--- src/rtl/tinysat_multi.sv ---
// rtl/tinysat_multi.sv - brute-force SAT engine: clause store, assignment sweep, solution handshake
// Optional feature macro SAT_ENUM_EN: enumerate every solution instead of stopping at the first.
module tinysat_multi #(
   parameter  int NVARS        = 8,
   parameter  int LOG2_CLAUSES = 5,
   parameter  int LITS         = 3,
   localparam int LIT_W        = $clog2(NVARS+1)+1
) (
   input  logic             clk,
   input  logic             reset,
   input  logic             load_valid,
   input  logic [LIT_W-1:0] load_lit,
   output logic             load_ready,
   input  logic             start,
   output logic             busy,
   output logic             sol_valid,
   output logic [NVARS-1:0] sol_x,
   input  logic             sol_ack,
   output logic             done,
   output logic             sat,
   output logic [NVARS:0]   sol_count
);

   localparam int IDX_W  = LIT_W-1;
   localparam int NCL    = 2**LOG2_CLAUSES;
   localparam int SLOT_W = (LITS > 1) ? $clog2(LITS) : 1;
   localparam logic [NVARS-1:0]  X_MAX     = '1;
   localparam logic [SLOT_W-1:0] SLOT_LAST = SLOT_W'(LITS-1);

   typedef enum logic [1:0] {IDLE, EVAL, REPORT, DONE} state_t;
   state_t state, state_nx;

   logic [LITS-1:0][LIT_W-1:0] clause_mem [NCL];
   logic [LOG2_CLAUSES-1:0]    wr_c, last_c, c;
   logic [SLOT_W-1:0]          wr_s;
   logic                       any_c;
   logic [NVARS-1:0]           x;
   logic                       wr_en;
   logic                       clause_true;
   logic                       clause_hit;

   assign load_ready = (state == IDLE);
   assign busy       = (state == EVAL) || (state == REPORT);
   assign sol_valid  = (state == REPORT);
   assign done       = (state == DONE);
   assign wr_en      = load_valid && load_ready;

   // Write pointer kept as {clause, slot}; clause wraps naturally at NCL.
   always_ff @(posedge clk) begin
      if (reset) begin
         wr_c   <= '0;
         wr_s   <= '0;
         last_c <= '0;
         any_c  <= 1'b0;
      end else if (wr_en) begin
         if (wr_s == SLOT_LAST) begin
            wr_s <= '0;
            wr_c <= wr_c + 1'b1;
         end else begin
            wr_s <= wr_s + 1'b1;
         end
         if (!any_c || (wr_c > last_c))
            last_c <= wr_c;
         any_c <= 1'b1;
      end
   end

   always_ff @(posedge clk) begin
      if (wr_en)
         clause_mem[wr_c][wr_s] <= load_lit;
   end

   // Index 0 and indices beyond NVARS never match, so they read as false.
   function automatic logic lit_true(input logic [LIT_W-1:0] lit, input logic [NVARS-1:0] xv);
      logic v;
      v = 1'b0;
      for (int i = 0; i < NVARS; i++)
         if (lit[IDX_W-1:0] == IDX_W'(i+1))
            v = xv[i] ^ lit[LIT_W-1];
      return v;
   endfunction

   always_comb begin
      clause_true = 1'b0;
      for (int s = 0; s < LITS; s++)
         clause_true = clause_true | lit_true(clause_mem[c][s], x);
   end

   // An empty formula is satisfied by every assignment.
   assign clause_hit = !any_c || (clause_true && (c == last_c));

   always_ff @(posedge clk) begin
      if (reset)
         state <= IDLE;
      else
         state <= state_nx;
   end

   always_comb begin
      state_nx = state;
      case (state)
         IDLE, DONE: begin
            if (start)
               state_nx = EVAL;
         end
         EVAL: begin
            if (clause_hit)
               state_nx = REPORT;
            else if (!clause_true && (x == X_MAX))
               state_nx = DONE;
         end
         REPORT: begin
            if (sol_ack) begin
`ifdef SAT_ENUM_EN
               state_nx = (x == X_MAX) ? DONE : EVAL;
`else
               state_nx = DONE;
`endif
            end
         end
         default: state_nx = IDLE;
      endcase
   end

   always_ff @(posedge clk) begin
      if (reset) begin
         x         <= '0;
         c         <= '0;
         sol_x     <= '0;
         sat       <= 1'b0;
         sol_count <= '0;
      end else begin
         case (state)
            IDLE, DONE: begin
               if (start) begin
                  x         <= '0;
                  c         <= '0;
                  sat       <= 1'b0;
                  sol_count <= '0;
               end
            end
            EVAL: begin
               if (clause_hit) begin
                  sol_x <= x;
                  sat   <= 1'b1;
               end else if (clause_true) begin
                  c <= c + 1'b1;
               end else if (x != X_MAX) begin
                  x <= x + 1'b1;
                  c <= '0;
               end
            end
            REPORT: begin
               if (sol_ack) begin
                  if (sol_count != '1)
                     sol_count <= sol_count + 1'b1;
`ifdef SAT_ENUM_EN
                  if (x != X_MAX) begin
                     x <= x + 1'b1;
                     c <= '0;
                  end
`endif
               end
            end
            default: ;
         endcase
      end
   end

endmodule

--- config.mk ---
export PLATFORM = sky130hd
export DESIGN_NAME = tinysat_multi
export DESIGN_NICKNAME = d
export VERILOG_FILES = /design/src/rtl/tinysat_multi.sv
export SDC_FILE = /design/constraint.sdc
export NUM_CORES = 1
export LEC_CHECK = 0
export ABC_CLOCK_PERIOD_IN_PS = 4750
export BUFFER_PORTS_ARGS = -buffer_cell sky130_fd_sc_hd__buf_2
export CORE_UTILIZATION = 55
export CTS_CLUSTER_DIAMETER = 120
export DETAILED_ROUTE_END_ITERATION = 8
export PLACE_DENSITY_LB_ADDON = 0.2
export REMOVE_ABC_BUFFERS = 1
export SETUP_SLACK_MARGIN = 0.1
export SYNTH_ARGS = -nofsm -noshare
export SYNTH_HDL_FRONTEND = slang
export SYNTH_SLANG_ARGS = --single-unit
--- constraint.sdc ---
create_clock -name clk -period 4.75 [get_ports clk]
set_clock_uncertainty 0.15 [all_clocks]
set_input_delay 0.475 -clock clk [delete_from_list [all_inputs] [get_ports clk]]
set_output_delay 0.475 -clock clk [all_outputs]
set_load 0.01 [all_outputs]
======== Word level (Yosys, flattened, before mapping) ========
Memory sizes are Yosys's and may differ from the RTL's. A register that Yosys moved wholly into a read port is not among the register bits.
Index checks and enable logic that the tools add are counted.
storage, ports and cells
  register bits after elaboration ......... 46
  memory bits (writable) .................. 480
  input port bits ......................... 10
  word-level logic and storage cells ...... 160
  memories ................................ 1
cells by class
  add/subtract/negate cells ............... 5
  $lt $le $gt $ge ......................... 3
  equal/unequal tests ..................... 41
  mux-type cells .......................... 53
  bitwise logic cells ..................... 26
  reduce and logical (&&, ||, !) cells .... 21
memory list
  memory      depth  width  rd ports  clocked after memory_dff  write ports  line  text
  clause_mem  32     15     1         1                         1            33    logic [LITS-1:0][LIT_W-1:0] clause_mem [NCL];
operators with widths
  operator               count
  $eq A4 B3 Y1 const B   12
  $mux W5                7
  $mux W8                4
  $mux W1                27
  $mux W9                3
  $eq A4 B2 Y1 const B   6
  $xor A1 B1 Y1          24
  $pmux W9 S2            1
  $pmux W8 S2            1
  $mux W15               1
  $eq A4 B1 Y1 const B   3
  $eq A4 B4 Y1 const B   3
  $add A5 B1 Y5 const B  2
  $demux W5 S2           1
  $mux W2                5
  $pmux W5 S2            1
  $add A9 B1 Y9 const B  1
  $ne A9 B9 Y1 const B   1
  $add A8 B1 Y8 const B  1
  $eq A8 B8 Y1 const B   1
  $ne A2 B2 Y1 const B   4
  $ne A8 B8 Y1 const B   1
  $reduce_and A4 Y1      2
  $eq A2 B2 Y1 const B   3
  20 further kinds       34

======== Depth between registers and ports, before layout ========
  word-level depth ........................ 17
  mapped depth ............................ 18
  depth with buffers taken out ............ 11

======== Worst setup path before layout ========
OpenSTA, ideal clock, no wires.
  kind .................................... register to register
  start point ............................. reg (tool-made name)
  end point ............................... reg sol_x[0]
  arrival time ............................ 3.462 ns
  data required time ...................... 4.528 ns
  setup slack ............................. 1.066 ns
  cell stages (with the launch flop) ...... 18
  buffers on the path ..................... 6
  path through ............................ dfxtp_1 > buf_4 > buf_8 > buf_12 > buf_12 > buf_6 > buf_2 > mux2i_1 > nand3_1 > nand4_1 > o31ai_1 > or3_1 > and4_1 > nor3_1 > a211oi_4 > a21o_1 > a21oi_4 > mux2i_1
RTL lines
  element               line  text
  to (signal assigned)  129   sol_x <= '0;
  to (signal assigned)  144   sol_x <= x;
  to (decl)             17    output logic [NVARS-1:0] sol_x,

==> results.yml <==
power_and_ir_drop:
  power-per-cell-area_nw_per_um2: 402.0
  p_leak_nw: 7.685
  ir_drop_mv: 0.3065
global_route:
  gr-total-overflow: 0
  grt_max_degree: 97
  first_global_vias: 12070
  grt_pass1_wl_microns: 77790
  antenna_found_initial: 0
  grt_use_total: 0.2592
routing:
  top_layer: "met4"
  drt-met1-wl_microns: 22310
  wl_per_cell_microns: 26.44
  vias: 12240
  firstDrtPassIters: 5
  vias_per_cell: 6.257
  ant_nets: 0
  wl_met2_microns: 23800
  drtIter0Drc: 1229
  met3WireLength_microns: 3779
  drc: 0
  routed_wl_microns: 51750
synthesis:
  ys_seq_area_frac: 0.6946
  syn_inst: 1346
  synth_edf_count: 480
  synthFlopType: "edfxtp_1"
  avgSynthCellArea_sq_um: 16.51
  async_reset_ff_frac: 0
  ys_ff_latch: 531
  synth_warnings: 0
  synth_cell_types: 76
  synth_area_sq_um: 22220
worst_setup_path:
  worstPathMaxFanout: 33
  critPathCaptureType: "register"
  critPathKind: "register to register"
  cp-start-kind: "register"
  worstPathArrival_ps: 4630
  cp_data_required_time_ps: 5100
sta:
  worst_slew_margin_rel: 0.3250
  rsz0062_at_grt: "no"
  setup_viol: 0
  slew_violations: 0
  fmax_mhz: 233.3
  worst_slew_pin_slew_ps: 1012
  hold_violations: 0
  fin_crit_ps: 4286
  setup-tns-final_ps: 0
  worst_slack_ps: 464.5
  period_share: 0.9022
layout:
  final_cell_count_no_fill: 1957
  fin_nets: 1418
  antenna_cells: 0
  seq_area_sq_um: 15440
  utilization: 0.6160
  syn_to_final_growth_pct: 10.39
  mostFrequentLayoutCell: "edfxtp_1"
  nFillCells: 2928
  layout_common_cells: "edfxtp_1, nor2_1, nand2_1, mux4_2, mux2i_1"
  final_cell_area_sq_um: 24530
  multi_input_area_sq_um: 6302
  drive_gt1_frac: 0.1627
clock_tree:
  htree_levels: 2
  insertion_delay_ps: 610
  cts_sinks: 531
  clock_path_buffers: 3
  cts.clk_slew.worst_paths_ps: 60
  cts_buffers: 53
  cts_setup_buffers: 0
  cts_tree: "yes"
  cts-root-buf: "clkbuf_16"
placement:
  post_dp_cell_area_sq_um: 22850
  portBuffers: 31
  gp_congestion: 0.9044
  dpl.cell_count: 1860
  post-dp-hpwl_microns: 33960
  dp_worst_setup_slack_ps: 383.2
die:
  dieWidth_microns: 203.0
  core_sq_um: 39820
  rows: 73
  start_util: 0.5580
  io-pin-count: 32
  fp.dieArea_sq_um: 41210
  fp.dieH_microns: 203.0
hold_path:
  hp-class: "input port to register"
status:
  status: "complete, no violations"
job:
  maxCapViolCount: 0
-- area by class of cell --
class / instances / area share
flip-flops and latches: 531 / 0.6296
multi-input cells: 733 / 0.2569
clock buffers: 67 / 0.05708
well taps: 525 / 0.02678
repair buffers: 54 / 0.01602
clock inverters: 29 / 0.01086
inverters: 18 / 0.002754
-- metrics by stage --
step	power [mW]	hold slack, ps
detailed placement	5.892	296.4
CTS	9.899	156.7
global route	10.13	200.9
global placement	5.880	291.7
floorplan	5.663	317.7
finish	9.861	170.3
-- synth_stat cells, types with 14 or more instances --
cell type	count	area (sq um)
a21oi_1	30	150.1
a22oi_1	17	127.6
and2_1	26	162.7
clkbuf_1	27	101.4
dfxtp_1	51	1021
edfxtp_1	480	14410
ha_1	17	212.7
inv_1	17	63.81
mux2i_1	76	760.7
mux4_2	77	1734
nand2_1	77	289.0
nand3_1	33	165.2
nand4_1	16	100.1
nor2_1	128	480.5
nor2b_1	18	112.6
o22ai_1	37	231.5
xnor2_1	15	131.4
xor2_1	14	122.6
-- flip-flops by register name, summed over array words and instances, names as in the netlist, named ones only --
signal / count
any_c: 1
c: 5
clause_mem: 480
last_c: 5
sat: 1
sol_count: 9
sol_x: 8
state: 2
wr_c: 5
wr_s: 2
x: 8
-- where the power goes --
group	switching, mW	internal [mW]	total [mW]
clock	1.76	2.30	4.06
sequential	0.0274	5.12	5.15
combinational	0.448	0.202	0.650
total	2.23	7.63	9.86
-- final timing paths --
path                            startpoint         to  slack (ps)  cells after the start
worst max-delay path              register       x[2]         460                     12
worst min-delay path                 reset  last_c[3]         170                      2
worst max register to register    register       x[2]         460                     12
worst min register to register    sol_x[4]   sol_x[4]         300                      2
-- repair_timing --
action | in CTS | in global routing
endpoints found under the setup margin | 0 | 8
endpoints found under the hold margin | 1 | 0
resized for setup | 0 | 1
hold buffers | 1 | 0
-- critical path, stage by stage, from the launching register on --
cell	delay [ps]
dfxtp_4	550
buf_12	300
mux4_1	370
o22ai_1	160
nor4_4	680
xnor2_1	190
mux2i_1	80
mux2_2	290
o221ai_1	170
nand2b_1	270
a31oi_1	550
nor3_2	140
a22o_1	250
-- layer usage --
| metal | GRT usage | vias up |
|---|---|---|
| met3 | 0.03547 | 112 |
| met1 | 0.3808 | 6259 |
| met2 | 0.3969 | 481 |
| li1 | - | 5392 |
| met5 | 0 | - |
| met4 | 0.09989 | 0 |
-- logic make-up (layout without fill, tap and decap cells) --
| group | count (synthesis) | in the layout | share of synthesized area |
|---|---|---|---|
| muxes | 169 | 169 | 0.1292 |
| and+or+nand+nor | 373 | 373 | 0.08683 |
| adders and majority gates | 17 | 17 | 0.009572 |
| AOI/OAI and AO/OA | 145 | 145 | 0.04662 |
| xor gates and xnor gates | 29 | 29 | 0.01143 |
| buffers and inverters | 82 | 168 | 0.02174 |
| DFF | 531 | 531 | 0.6946 |
(Power assumes the default switching activity.)
